<file path="src/rtl/fifo_arb_pkg.sv">
// Shared types and helpers for the FIFO write-port arbiter.
// Holds the arbiter state encoding and a constant-width helper.
package fifo_arb_pkg;

    typedef enum logic {
        IDLE = 1'b0,
        BUSY = 1'b1
    } state_t;

    // Smallest width able to index 'value' distinct items (minimum 1).
    function automatic int clog2(input int value);
        int result;
        result = 1;
        while ((1 << result) < value) begin
            result++;
        end
        return result;
    endfunction

endpackage

</file>
<file path="src/rtl/fifo_wr_arb_rr_pick.sv">
// Combinational round-robin picker: first asserted request at or after ptr,
// wrapping from NREQ-1 back to 0.
module rr_pick #(
    parameter int NREQ = 4,
    parameter int IW   = 2
) (
    input  logic [NREQ-1:0] req,
    input  logic [IW-1:0]   ptr,
    output logic [IW-1:0]   gnt_idx,
    output logic            any
);

    logic [IW:0]   sum;
    logic [IW-1:0] idx;

    always_comb begin
        // NOTE: every variable written here gets a default first so no latch is inferred.
        gnt_idx = '0;
        any     = 1'b0;
        sum     = '0;
        idx     = '0;
        for (int i = 0; i < NREQ; i++) begin
            sum = {1'b0, ptr} + (IW+1)'(i);
            if (sum >= (IW+1)'(NREQ)) begin
                sum = sum - (IW+1)'(NREQ);
            end
            idx = sum[IW-1:0];
            if (!any && req[idx]) begin
                any     = 1'b1;
                gnt_idx = idx;
            end
        end
    end

endmodule

</file>
<file path="src/rtl/fifo_wr_arb.sv">
// Round-robin arbiter sharing one FIFO write port among NREQ packet sources.
// A grant is held until the packet's last beat or MAX_BURST beats, whichever comes first.
module fifo_wr_arb
    import fifo_arb_pkg::*;
#(
    parameter int NREQ      = 4,
    parameter int DSIZE     = 8,
    parameter int MAX_BURST = 16
) (
    input  logic                     clk,
    input  logic                     rst,
    input  logic [NREQ-1:0]          src_valid,
    input  logic [NREQ-1:0]          src_last,
    input  logic [NREQ*DSIZE-1:0]    src_data,
    output logic [NREQ-1:0]          src_ready,
    input  logic                     fifo_wfull,
    output logic                     fifo_winc,
    output logic [DSIZE-1:0]         fifo_wdata,
    output logic [clog2(NREQ)-1:0]   gnt_id,
    output logic                     busy
);

    localparam int IW = clog2(NREQ);
    localparam int CW = clog2(MAX_BURST + 1);

    state_t          state, state_nxt;
    logic [IW-1:0]   gnt_q, gnt_nxt;
    logic [IW-1:0]   rr_ptr, rr_nxt;
    logic [CW-1:0]   beat_cnt, cnt_nxt;
    logic [IW-1:0]   pick_idx;
    logic            pick_any;
    logic            beat;
    logic            grant_end;
    logic [DSIZE-1:0] data_arr [NREQ];

    for (genvar i = 0; i < NREQ; i++) begin : g_unpack
        assign data_arr[i] = src_data[i*DSIZE +: DSIZE];
    end

    rr_pick #(
        .NREQ (NREQ),
        .IW   (IW)
    ) u_pick (
        .req     (src_valid),
        .ptr     (rr_ptr),
        .gnt_idx (pick_idx),
        .any     (pick_any)
    );

    // Write-side datapath: only the granted source is ever offered ready.
    always_comb begin
        beat       = (state == BUSY) && src_valid[gnt_q] && !fifo_wfull;
        grant_end  = beat && (src_last[gnt_q] || (beat_cnt == CW'(MAX_BURST - 1)));
        src_ready  = '0;
        if (state == BUSY && !fifo_wfull) begin
            src_ready[gnt_q] = 1'b1;
        end
        fifo_winc  = beat;
        fifo_wdata = data_arr[gnt_q];
        busy       = (state == BUSY);
        gnt_id     = gnt_q;
    end

    always_comb begin
        state_nxt = state;
        gnt_nxt   = gnt_q;
        rr_nxt    = rr_ptr;
        cnt_nxt   = beat_cnt;
        case (state)
            IDLE: begin
                if (pick_any) begin
                    gnt_nxt   = pick_idx;
                    state_nxt = BUSY;
                end
            end
            BUSY: begin
                // Release hands priority to the source after the one just served.
                if (grant_end) begin
                    state_nxt = IDLE;
                    cnt_nxt   = '0;
                    rr_nxt    = (gnt_q == IW'(NREQ - 1)) ? '0 : gnt_q + IW'(1);
                end else if (beat) begin
                    cnt_nxt = beat_cnt + CW'(1);
                end
            end
            default: state_nxt = IDLE;
        endcase
    end

    always_ff @(posedge clk) begin
        // NOTE: state registers use non-blocking assignments so every flop samples pre-edge values.
        if (rst) begin
            state    <= IDLE;
            gnt_q    <= '0;
            rr_ptr   <= '0;
            beat_cnt <= '0;
        end else begin
            state    <= state_nxt;
            gnt_q    <= gnt_nxt;
            rr_ptr   <= rr_nxt;
            beat_cnt <= cnt_nxt;
        end
    end

endmodule

</file>
<file path="config.mk">
export PLATFORM = sky130hd
export DESIGN_NAME = fifo_wr_arb
export DESIGN_NICKNAME = d
export VERILOG_FILES = /design/src/rtl/fifo_arb_pkg.sv /design/src/rtl/fifo_wr_arb_rr_pick.sv /design/src/rtl/fifo_wr_arb.sv
export SDC_FILE = /design/constraint.sdc
export NUM_CORES = 1
export LEC_CHECK = 0
export CORE_MARGIN = 3
export CORE_UTILIZATION = 37
export DETAILED_ROUTE_END_ITERATION = 10
export GPL_ROUTABILITY_DRIVEN = 0
export PLACE_DENSITY = 0.93
export SLEW_MARGIN = 40
export SYNTH_ARGS = -nofsm -noshare
export SYNTH_HDL_FRONTEND = slang
export SYNTH_SLANG_ARGS = --single-unit
</file>
<file path="constraint.sdc">
create_clock -name clk -period 3.2 [get_ports clk]
set_input_delay 0.32 -clock clk [delete_from_list [all_inputs] [get_ports clk]]
set_output_delay 0.32 -clock clk [all_outputs]
set_load 0.01 [all_outputs]
</file>
# Yosys cells after proc, flatten, opt, wreduce, memory -nomap -nowiden
# Index checks and enable logic that the tools add are counted.
# word_totals
reg_bits	10
in_bits	43
out_inout_bits	16
wordCells	81
# classes
n_addsub	9
n_lt_le_gt_ge	11
n_eq_ne	2
n_mux	36
bitwise	2
reduce_logical	17
# ops
op	count
$mux 2	9
$bmux 8 s2	1
$mux 8	2
$lt 2x3->1 const B	5
$mux 1	13
$bmux 1 s2	6
$ge 3x3->1 const B	4
$mux 5	2
$logic_and 1x1->1	8
$sub 2x1->2 const B	4
$add 2x2->3 const B	2
$reduce_and 2->1	3
$add 5x1->5 const B	1
$eq 5x4->1 const B	1
$logic_not 1->1	4
$mux 4	1
$add 2x1->3 const B	1
$ge 2x3->1 const B	1
$not 2->3	1
$add 2x1->2 const B	1
$demux 1 s2	1
$eq 2x2->1 const B	1
$ge 2x1->1 const B	1
$pmux 1 s2	1
3 further kinds	3

# Depth between registers and ports, before layout
# Gate-level depths: netlist of run 1.
# logic_depth
depth_word	16
mapped_depth	6

# Cells and area by module
# Synthesis of run 1 repeated with hierarchy kept, for this count alone.
# unflattened
hier_cells	89
area_unflattened_um2	834.6
# modules_own_cells
mod	n_inst	cells_per_inst	area_per_inst_um2	seq_area_each_um2
fifo_wr_arb	1	74	757.0	200.2
rr_pick	1	15	77.6	0.0

# Worst setup path before layout of run 1
# No wires, ideal clock.
# synth_timing
kind	register to register
startpoint	register gnt_q[0], in the netlist gnt_id[0]
endpoint	register beat_cnt[3]
setup_time_ps	71
arrival_ps	1835
required_time_ps	3129
setup_slack_ps	1294
path_stages_with_launch	5
path_buffers	0
synth_period_minus_slack_ps	1906
path_cell_list	dfxtp_1 > mux4_2 > or2_1 > or4_1 > a21oi_1
# synth_between
elab_chain_len	7
word_cells_on_any_way	11
cone_classes	mux: 5; reduce/logical: 6
# synth_lines
item	line_no	text
start, declared	fifo_wr_arb.sv:27	logic [IW-1:0] gnt_q, gnt_nxt;
start signal, assigned	fifo_wr_arb.sv:99	gnt_q <= gnt_nxt;
$bmux 1 s2	fifo_wr_arb.sv:52	beat = (state == BUSY) && src_valid[gnt_q] && !fifo_wfull;
$mux 1 (not written as such)	fifo_wr_arb.sv:52	
$logic_and 1x1->1 (2 in a row)	fifo_wr_arb.sv:52	
$logic_and 1x1->1	fifo_wr_arb.sv:53	grant_end = beat && (src_last[gnt_q] || (beat_cnt == CW'(MAX_BURST - 1)));
$reduce_bool 2->1 (no line)	--	
$reduce_and 2->1 (no line)	--	
end signal, assigned	fifo_wr_arb.sv:101	beat_cnt <= cnt_nxt;
end, declared	fifo_wr_arb.sv:29	logic [CW-1:0] beat_cnt, cnt_nxt;
# Parallel ways exist; a longest one is shown, timed or not. The select of a mux whose other input is x is not followed.
# A chain may end at the register's enable or synchronous reset.

# Final worst setup path of run 1
# layout_timing
startpoint	register gnt_q[0], in the netlist gnt_id[0]
endpoint	output port fifo_winc
# layout_between
elab_chain_len	4
# layout_lines
item	line_no	text
$bmux 1 s2	fifo_wr_arb.sv:52	
$mux 1 (not written as such)	fifo_wr_arb.sv:52	
$logic_and 1x1->1 (2 in a row)	fifo_wr_arb.sv:52	
end, declared	fifo_wr_arb.sv:17	output logic fifo_winc,
# Every way passes these cells. The select of a mux whose other input is x is not followed.

==> out/metrics.cfg, run 1 <==
[global_routing]
grt_max_degree = 15
grt.busiest_layer = met2
met1_usage_pct = 22.2
antenna_found_initial = 0
grt.overflow.total = 0
grt_usage_pct = 20.1
grt_first_pass_wirelength_um = 4200
met3_usage_pct = 5.26
met2_usage_pct = 35.9
grt_pass1_vias = 907

[clock_network]
cts-htree-levels = 1
clk_pin_slew_ps = 70
cts_hold_buf = 0
cts_tree = built
cts_buffers = 3
root_buffer = clkbuf_4
ctsResizeCount = 0
cts.sinks = 10
insertion_delay_ps = 280
cts_setup_buffers = 0
clk_path_buf_depth = 2

[logic_synthesis]
synthTopCellsByArea = mux4_2, dfxtp_1, ha_1
async_flop_share_pct = 0
syn_inst = 87
yosysSeqAreaShare_pct = 24.0
netlist_area_um2 = 836
yosysUniqueCellTypes = 28
syn_nets = 136
synth-edff-count = 0
ys.flop_type = dfxtp_1
synth_area_leader_cell = mux4_2
ys_ff_latch = 10
synth.avg_cell_area_um2 = 9.61
yosys_warnings = 0
synth_top_area_share_pct = 26.9

[routing]
drc_errors = 0
drt-wirelength-per-cell_um = 16.1
finalWirelength_um = 2790
vias = 961
first_pass_iters = 4
drt_iter0_markers = 11
viasPerCell = 5.52
antenna_left = 0

[critical_path]
critPathCaptureType = primary output
arrival_ps = 2250
crit_start = gnt_id[0]$_SDFFE_PP0P_
path_max_fanout = 10
slowest_stage = mux4_2
crit_type = flop to primary output
critPathMaxStageDelay_ps = 550
crit_chain = mux4_2 > nand2_1 > inv_1 > clkdlybuf4s50_1
cp.required_ps = 2880
rr_startpoint = gnt_id[0]$_SDFFE_PP0P_
worstSetupStartpointType = flop

[sta]
relSlewSlack_pct = 69.9
clock.fmax_mhz = 388
fin_ws_ps = 625
worst-slew-pin-transition_ps = 450
fin_tns_setup_ps = 0
setup_viol = 0
whs_ps = 508
finalHoldViolCount = 0
finalCritPeriodShare_pct = 80.5
rsz0062_at_grt = false
clock_skew_ps = 8.06
slew_viol_final = 0
period_needed_ps = 2570

[layout]
multi_input_area_um2 = 597
seqCellArea_um2 = 200
syn_to_final_growth_pct = 76.5
fin_cells = 174
drive_gt1_share_pct = 10.9
diodes = 0
layout_common_cells = clkdlybuf4s50_1, mux4_2, a21oi_1, dfxtp_1
layout_commonest_cell = clkdlybuf4s50_1
finalNetCount = 198
fillers = 155

[run]
cap_violations = 0

[floorplan]
initial_utilization_pct = 40.9
rows = 16
io_pins = 59
die_w_um = 53.5
core_area_um2 = 2040
dieArea_um2 = 2870
die_h_um = 53.5

[placed_design]
place_inst = 171
dp_slack_ps = 668
portBuffers = 58
dp_hpwl_um = 2290

[pwr]
vdd_drop_max_v = 0.000237
finalPower_mw = 0.388
p_per_area_nw_per_um2 = 263
power.leakage_nw = 0.539

[worst_hold_path]
hold_class = flop to flop
hp-start = beat_cnt[1]$_SDFFE_PP0P_

[outcome]
status = completed

[cell type report]
cell class / count / share of cell area (%)
clock buffers: 3 / 1.53
multi-input cells: 67 / 40.5
well taps: 27 / 2.29
repair buffers: 60 / 40.4
inverters: 7 / 1.78
flip-flops and latches: 10 / 13.6
[flip-flops by register name (all words and copies together) (netlist names)]
name,flops
rr_ptr,2
beat_cnt,5
busy,1
gnt_id,2
[synthesized netlist by cell type (2+ instances only)]
master / count
or4_1: 3
inv_1: 7
nand2_1: 7
and2_1: 5
mux4_2: 10
o31ai_1: 2
nand3b_1: 2
nand3_1: 3
a21oi_1: 10
o21ai_0: 3
ha_1: 6
nor2_1: 3
dfxtp_1: 10
nand2b_1: 2
[cell families after synthesis]
kind of cell    synth area share (%)
compound gates                  14.5
fa+ha+maj                       8.98
buf+inv                         4.64
flops                           24.0
mux                             26.9
simple gates                    21.0
[final timing paths]
| kind | end | slack (ps) | depth (start not counted) |
|---|---|---|---|
| max reg2reg | beat_cnt[3]$_SDFFE_PP0P_ | 910 | 5 |
| min reg2reg | beat_cnt[1]$_SDFFE_PP0P_ | 510 | 2 |
| min | beat_cnt[1]$_SDFFE_PP0P_ | 510 | 2 |
| max | fifo_winc | 630 | 4 |
[metal layers]
layer | vias to the layer above | wire length (um) | part of all wire [%]
met4 | 0 | 42 | 1.5
met5 | - | 0 | 0
li1 | 449 | - | -
met1 | 440 | 935 | 33
met2 | 66 | 1390 | 50
met3 | 6 | 430 | 15
[critical path, delay by kind of cell, from the launching register on]
family | cells | cell delay [ps]
buffers and inverters | 2 | 670
muxes | 1 | 550
DFF | 1 | 510
and+or+nand+nor | 1 | 250
[per-stage QoR]
stage | util, % | instance area (um2)
after floorplan | - | 836
after global placement | 71.1 | 1450
after detailed placement | 71.1 | 1450
after CTS | 72.2 | 1480
after global routing | 72.2 | 1480
final | 72.2 | 1480
[power breakdown]
| group | total, mW | switching, mW | internal, mW |
|---|---|---|---|
| Clock | 0.0910 | 0.0474 | 0.0436 |
| Combinational | 0.163 | 0.0562 | 0.106 |
| Sequential | 0.134 | 0.00535 | 0.129 |
| Total | 0.388 | 0.109 | 0.279 |
Note: power is estimated with default switching activity, not from simulation.
==> inputs of run 2 (changes only) <==
--- a/config.mk
+++ b/config.mk
@@ -6,10 +6,10 @@
 export NUM_CORES = 1
 export LEC_CHECK = 0
 export CORE_MARGIN = 3
-export CORE_UTILIZATION = 37
+export CORE_UTILIZATION = 31
 export DETAILED_ROUTE_END_ITERATION = 10
 export GPL_ROUTABILITY_DRIVEN = 0
-export PLACE_DENSITY = 0.93
+export PLACE_DENSITY = 0.84
 export SLEW_MARGIN = 40
 export SYNTH_ARGS = -nofsm -noshare
 export SYNTH_HDL_FRONTEND = slang
==> constraint.sdc (replaced) <==
create_clock -name clk -period 2.35 [get_ports clk]
set_input_delay 0.235 -clock clk [delete_from_list [all_inputs] [get_ports clk]]
set_output_delay 0.235 -clock clk [all_outputs]
set_load 0.01 [all_outputs]
==> run 2 against run 1 <==
Power up 45%. Critical endpoint is now fifo_wdata[6]. Wire length down 1.6%. Non-clock buffer count up 1. Highest routed layer unchanged.
==> out/metrics.cfg, run 2 (synthesis gave the netlist of run 1 again) <==
[layout]
largest_reg_flops = 5  ; unchanged
diodes = 0  ; unchanged
multi_input_area_um2 = 597  ; unchanged
finalNetCount = 199  ; +0.51%
layout_commonest_cell = clkdlybuf4s50_1
final_area_um2 = 1500  ; +1.8%
layout_common_cells = clkdlybuf4s50_1, mux4_2, a21oi_1, dfxtp_1
fillers = 224  ; +45%
top_register = beat_cnt
seqCellArea_um2 = 201  ; +0.62%
drive_gt1_share_pct = 12.8  ; +1.9 points
syn_to_final_growth_pct = 79.6

[pwr]
p_per_area_nw_per_um2 = 373  ; +42%
vdd_drop_max_v = 0.000341  ; +44%
power.leakage_nw = 0.551  ; +2.2%

[critical_path]
crit_buf_inv = 2  ; unchanged
worst_r2r_endpoint = beat_cnt[3]$_SDFFE_PP0P_
crit_type = flop to primary output
critPathCaptureType = primary output
path_max_fanout = 9  ; -1
cp.required_ps = 2120  ; -760 ps
worst-path-stages = 3  ; -1
r2r_setup_slack_ps = 440  ; -470 ps
crit_start = gnt_id[0]$_SDFFE_PP0P_
critPathMaxStageDelay_ps = 520  ; -30 ps
rr_startpoint = gnt_id[0]$_SDFFE_PP0P_
arrival_ps = 1970  ; -280 ps
crit_chain = buf_4 > mux4_2 > clkdlybuf4s50_1
crit_end = fifo_wdata[6]
slowest_stage = mux4_2
worstSetupStartpointType = flop
reg2regPathDepth = 4  ; -1
cp_top_family = buffers and inverters

[floorplan]
core_area_um2 = 2520  ; +24%
initial_utilization_pct = 33.1  ; -7.8 points
rows = 18  ; +2
die_h_um = 57.9  ; +8.2%
dieArea_um2 = 3360  ; +17%
die_w_um = 57.9  ; +8.2%
io_pins = 59  ; unchanged

[sta]
fin_tns_setup_ps = 0  ; unchanged
period_needed_ps = 2210
clock_skew_ps = 3.89  ; -4.17 ps
whs_ps = 476  ; -31.5 ps
slew_viol_final = 0  ; unchanged
clock.fmax_mhz = 453
relSlewSlack_pct = 68.6  ; -1.3 points
setup_viol = 0  ; unchanged
finalHoldViolCount = 0  ; unchanged
fin_ws_ps = 141  ; -484 ps
worst-slew-pin-transition_ps = 470  ; +19.5 ps
finalCritPeriodShare_pct = 94.0
rsz0062_at_grt = false

[worst_hold_path]
hold_class = flop to flop

[clock_network]
ctsResizeCount = 1  ; +1
insertion_delay_ps = 270  ; about the same
cts_tree = built
cts_setup_buffers = 0  ; unchanged
cts-htree-levels = 1  ; unchanged
cts.sinks = 10  ; unchanged
cts_buffers = 3  ; unchanged
clk_pin_slew_ps = 70  ; about the same
root_buffer = clkbuf_4
clk_path_buf_depth = 2  ; unchanged
cts_hold_buf = 0  ; unchanged

[routing]
viasPerCell = 5.27  ; -4.6%
drc_errors = 0  ; unchanged
vias = 943  ; -1.9%
antenna_left = 0  ; unchanged
first_pass_iters = 4  ; unchanged
drt-wirelength-per-cell_um = 15.4  ; -4.4%
finalWirelength_um = 2750  ; -1.6%
drt_iter0_markers = 18  ; +7

[global_routing]
grt_usage_pct = 17.7  ; -2.5 points
grt_max_degree = 13  ; -2
grt_pass1_vias = 1061  ; +17%
antenna_found_initial = 0  ; unchanged
grt_first_pass_wirelength_um = 4610  ; +9.9%
grt.overflow.total = 0  ; unchanged

[run]
cap_violations = 0  ; unchanged

[placed_design]
placed_cell_area_um2 = 1460  ; +0.78%
dp_slack_ps = 207  ; -460 ps
dp_hpwl_um = 2270  ; -0.80%
portBuffers = 58  ; unchanged

[outcome]
status = completed

==> run 2: area by class of cell <==
class / instances / area share [%]
Timing Repair Buffer: 61 / 40.2
Clock buffer: 4 / 2.42
Sequential cell: 10 / 13.4
Inverter: 7 / 1.75
Multi-Input combinational cell: 67 / 39.7
Tap cell: 30 / 2.50
==> run 2: report_power, final <==
| group | total, mW | internal (mW) | switching, mW |
|---|---|---|---|
| Clock | 0.155 | 0.0941 | 0.0613 |
| Combinational | 0.219 | 0.146 | 0.0734 |
| Sequential | 0.186 | 0.175 | 0.0103 |
==> run 2: worst min-delay path, stage by stage (launching register included) <==
cell,delay [ps]
dfxtp_1,330
nand2_1,60
a21oi_1,50
==> run 2: worst min-delay path by stage <==
| stage | startpoint | end | cells past startpoint |
|---|---|---|---|
| floorplan | rst | beat_cnt[4]$_SDFFE_PP0P_ | 2 |
| global placement | beat_cnt[1]$_SDFFE_PP0P_ | beat_cnt[1]$_SDFFE_PP0P_ | 2 |
| detailed placement | beat_cnt[1]$_SDFFE_PP0P_ | beat_cnt[1]$_SDFFE_PP0P_ | 2 |
| CTS | beat_cnt[1]$_SDFFE_PP0P_ | beat_cnt[1]$_SDFFE_PP0P_ | 2 |
| global route | beat_cnt[1]$_SDFFE_PP0P_ | beat_cnt[1]$_SDFFE_PP0P_ | 2 |
| finish | beat_cnt[1]$_SDFFE_PP0P_ | beat_cnt[1]$_SDFFE_PP0P_ | 2 |
==> run 2: through the flow <==
| stage | power, mW | utilization (%) | instances |
|---|---|---|---|
| floorplan | 0.274 | - | 87 |
| global placement | 0.401 | 58.0 | 175 |
| detailed placement | 0.409 | 58.0 | 175 |
| CTS | 0.566 | 59.5 | 179 |
| global route | 0.592 | 59.5 | 179 |
| finish | 0.560 | 59.5 | 179 |
==> run 2: metal layers <==
metal	global-route usage (%)	share of wire (%)	vias up
met5	0	0	-
met4	5.30	0.76	0
met3	4.45	7.6	4
met2	33.7	56	46
met1	18.8	36	439
li1	-	-	454
==> inputs of run 3 (changes only) <==
--- a/config.mk
+++ b/config.mk
@@ -5,8 +5,9 @@
 export SDC_FILE = /design/constraint.sdc
 export NUM_CORES = 1
 export LEC_CHECK = 0
+export ABC_AREA = 1
 export CORE_MARGIN = 3
-export CORE_UTILIZATION = 31
+export CORE_UTILIZATION = 35
 export DETAILED_ROUTE_END_ITERATION = 10
 export GPL_ROUTABILITY_DRIVEN = 0
 export PLACE_DENSITY = 0.84
==> run 3 against run 2 <==
Via count grew 41%. Sequential cell count is the same. Count of clock-buffer cells in the layout shrank 1. Global-route usage grew 0.48 points.
==> out/metrics.cfg, run 3 <==
[outcome]
status = completed

[floorplan]
io_pins = 59  ; unchanged
initial_utilization_pct = 38.2  ; +5.1 points
die_w_um = 62.1  ; +7.1%
core_area_um2 = 2880  ; +14%
dieArea_um2 = 3850  ; +15%
rows = 19  ; +1
die_h_um = 62.1  ; +7.1%

[sta]
clock.fmax_mhz = 458  ; +1.2%
relSlewSlack_pct = 75.9  ; +7.4 points
whs_ps = 491  ; +14.2 ps
setup_viol = 0  ; unchanged
period_needed_ps = 2180  ; -26.1 ps
slew_viol_final = 0  ; unchanged
worst-slew-pin-transition_ps = 361  ; -109 ps
clock_skew_ps = 4.00  ; +0.114 ps
finalHoldViolCount = 0  ; unchanged
rsz0062_at_grt = false
finalCritPeriodShare_pct = 92.9  ; -1.1 points
fin_tns_setup_ps = 0  ; unchanged

[pwr]
p_seq_share_pct = 18.8  ; -14 points
power.internal_mw = 0.653  ; +57%
vdd_drop_max_v = 0.000388  ; +14%
p_per_area_nw_per_um2 = 684  ; +83%
pwr-share-clk_pct = 9.5  ; -18 points
combPwrFrac_pct = 71.7  ; +33 points
power.leakage_nw = 0.744  ; +35%
switching_share_pct = 45.0  ; +19 points
p_switching_mw = 0.534  ; +270%

[clock_network]
ctsResizeCount = 0  ; -1
cts_buffers = 3  ; unchanged
cts_hold_buf = 0  ; unchanged
clk_path_buf_depth = 2  ; unchanged
clk_pin_slew_ps = 60  ; about the same
cts_tree = built
root_buffer = clkbuf_4
cts-htree-levels = 1  ; unchanged
cts.sinks = 10  ; unchanged
insertion_delay_ps = 260  ; about the same
cts_setup_buffers = 0  ; unchanged

[layout]
finalNetCount = 297  ; +49%
fillers = 278  ; +24%
layout_commonest_cell = clkdlybuf4s50_1
drive_gt1_share_pct = 9.76  ; -3.0 points
layout_common_cells = clkdlybuf4s50_1, nand2_1, nor2_1, o21ai_0, inv_1
top_register = beat_cnt
syn_to_final_growth_pct = 57.8
diodes = 0  ; unchanged
fin_cells = 288  ; +61%
largest_reg_flops = 5  ; unchanged
final_area_um2 = 1740  ; +16%

[routing]
vias = 1328  ; +41%
first_pass_iters = 4  ; unchanged
antenna_left = 0  ; unchanged
drc_errors = 0  ; unchanged
finalWirelength_um = 3230  ; +17%
drt-wirelength-per-cell_um = 11.2  ; -27%
drt_iter0_markers = 82  ; +64
viasPerCell = 4.61  ; -12%

[logic_synthesis]
synth-edff-count = 0  ; unchanged
yosys-top-cells-count = nand2_1, nor2_1, o21ai_0
synth_most_common_cell = nand2_1
syn_inst = 189  ; +120%
synth_area_leader_cell = dfxtp_1
async_flop_share_pct = 0  ; unchanged
synthTopCellsByArea = dfxtp_1, nand2_1, nor2_1
netlist_area_um2 = 1100  ; +32%
yosysSeqAreaShare_pct = 18.2  ; -5.7 points
yosys_warnings = 0  ; unchanged
synth_top_area_share_pct = 18.2  ; -8.7 points
ys.flop_type = dfxtp_1
yosysUniqueCellTypes = 25  ; -11%
synth.avg_cell_area_um2 = 5.82  ; -39%
ys_ff_latch = 10  ; unchanged
syn_nets = 238  ; +75%

[placed_design]
place_inst = 285  ; +63%
portBuffers = 58  ; unchanged
dp_hpwl_um = 2630  ; +16%
placed_cell_area_um2 = 1710  ; +17%

[global_routing]
grt_usage_pct = 18.1  ; +0.48 points
grt.overflow.total = 0  ; unchanged
grt_max_degree = 23  ; +10
grt_pass1_vias = 1168  ; +10%
antenna_found_initial = 0  ; unchanged
grt_first_pass_wirelength_um = 5250  ; +14%

[critical_path]
cp.required_ps = 2120  ; about the same
arrival_ps = 1950  ; -20 ps
path_max_fanout = 22  ; +13
critPathCaptureType = primary output
crit_type = flop to primary output
worstSetupStartpointType = flop

[run]
cap_violations = 0  ; unchanged

[worst_hold_path]
hold_class = flop to flop

-- run 3: changes by cell type after synthesis, moves of 6 or more --
cell,change
a21oi_1,-6
nand2_1,+37
nor2_1,+30
o21ai_0,+20
nand3_1,+7
mux4_2,-10
o22ai_1,+9
inv_1,+13
-- run 3: cell type report --
cell class | instances | area, um2 | area share (%)
clock buffers | 3 | 22.5 | 1.30
repair buffers | 61 | 603 | 34.8
flip-flops and latches | 10 | 200 | 11.5
inverters | 24 | 92.6 | 5.34
well taps | 42 | 52.6 | 3.03
multi-input cells | 148 | 764 | 44.1
-- run 3: path summary, 6_finish.rpt --
check                           startpoint                       end  slack [ps]  depth (start not counted)
hold / removal    beat_cnt[1]$_SDFFE_PP0P_  beat_cnt[1]$_SDFFE_PP0P_         490                          2
setup reg to reg    rr_ptr[0]$_SDFFE_PP0P_    gnt_id[0]$_SDFFE_PP0P_         640                         11
hold reg to reg   beat_cnt[1]$_SDFFE_PP0P_  beat_cnt[1]$_SDFFE_PP0P_         490                          2
setup / recovery    gnt_id[0]$_SDFFE_PP0P_              src_ready[0]         170                          6
-- run 3: through the flow --
step                utilization [%]  setup slack, ps  total power [mW]
global placement               59.5              311              1.07
detailed placement             59.5              290              1.08
global route                   60.3             37.2              1.30
floorplan                         -              770             0.732
finish                         60.3              167              1.19
CTS                            60.3              177              1.20
-- run 3: layer usage --
layer	global-route usage (%)	wire length (um)	up-vias
met1	23.7	1430	574
met4	3.03	27	0
met3	3.10	116	2
met2	31.5	1650	26
li1	-	-	726
met5	0	0	-
-- run 3: cells by family after synthesis --
kind of cell / count (synthesis) / synth area share, %
flops: 10 / 18.2
fa+ha+maj: 6 / 6.83
buf+inv: 31 / 12.3
simple gates: 100 / 41.1
compound gates: 42 / 21.6
-- run 3: critical path, cell delays in order (launching register included) --
cell             delay, ps
dfxtp_1                360
buf_4                  230
inv_4                  200
ha_1                   180
inv_1                   40
nor2_1                 100
clkdlybuf4s50_1        580
-- run 3: power groups by stage --
stage	clock network (mW)	registers, mW	logic [mW]
after global placement	0	0.227	0.844
after floorplan	0	0.231	0.501
final	0.112	0.224	0.852
after global routing	0.125	0.228	0.948
after CTS	0.118	0.222	0.861
after detailed placement	0	0.226	0.858
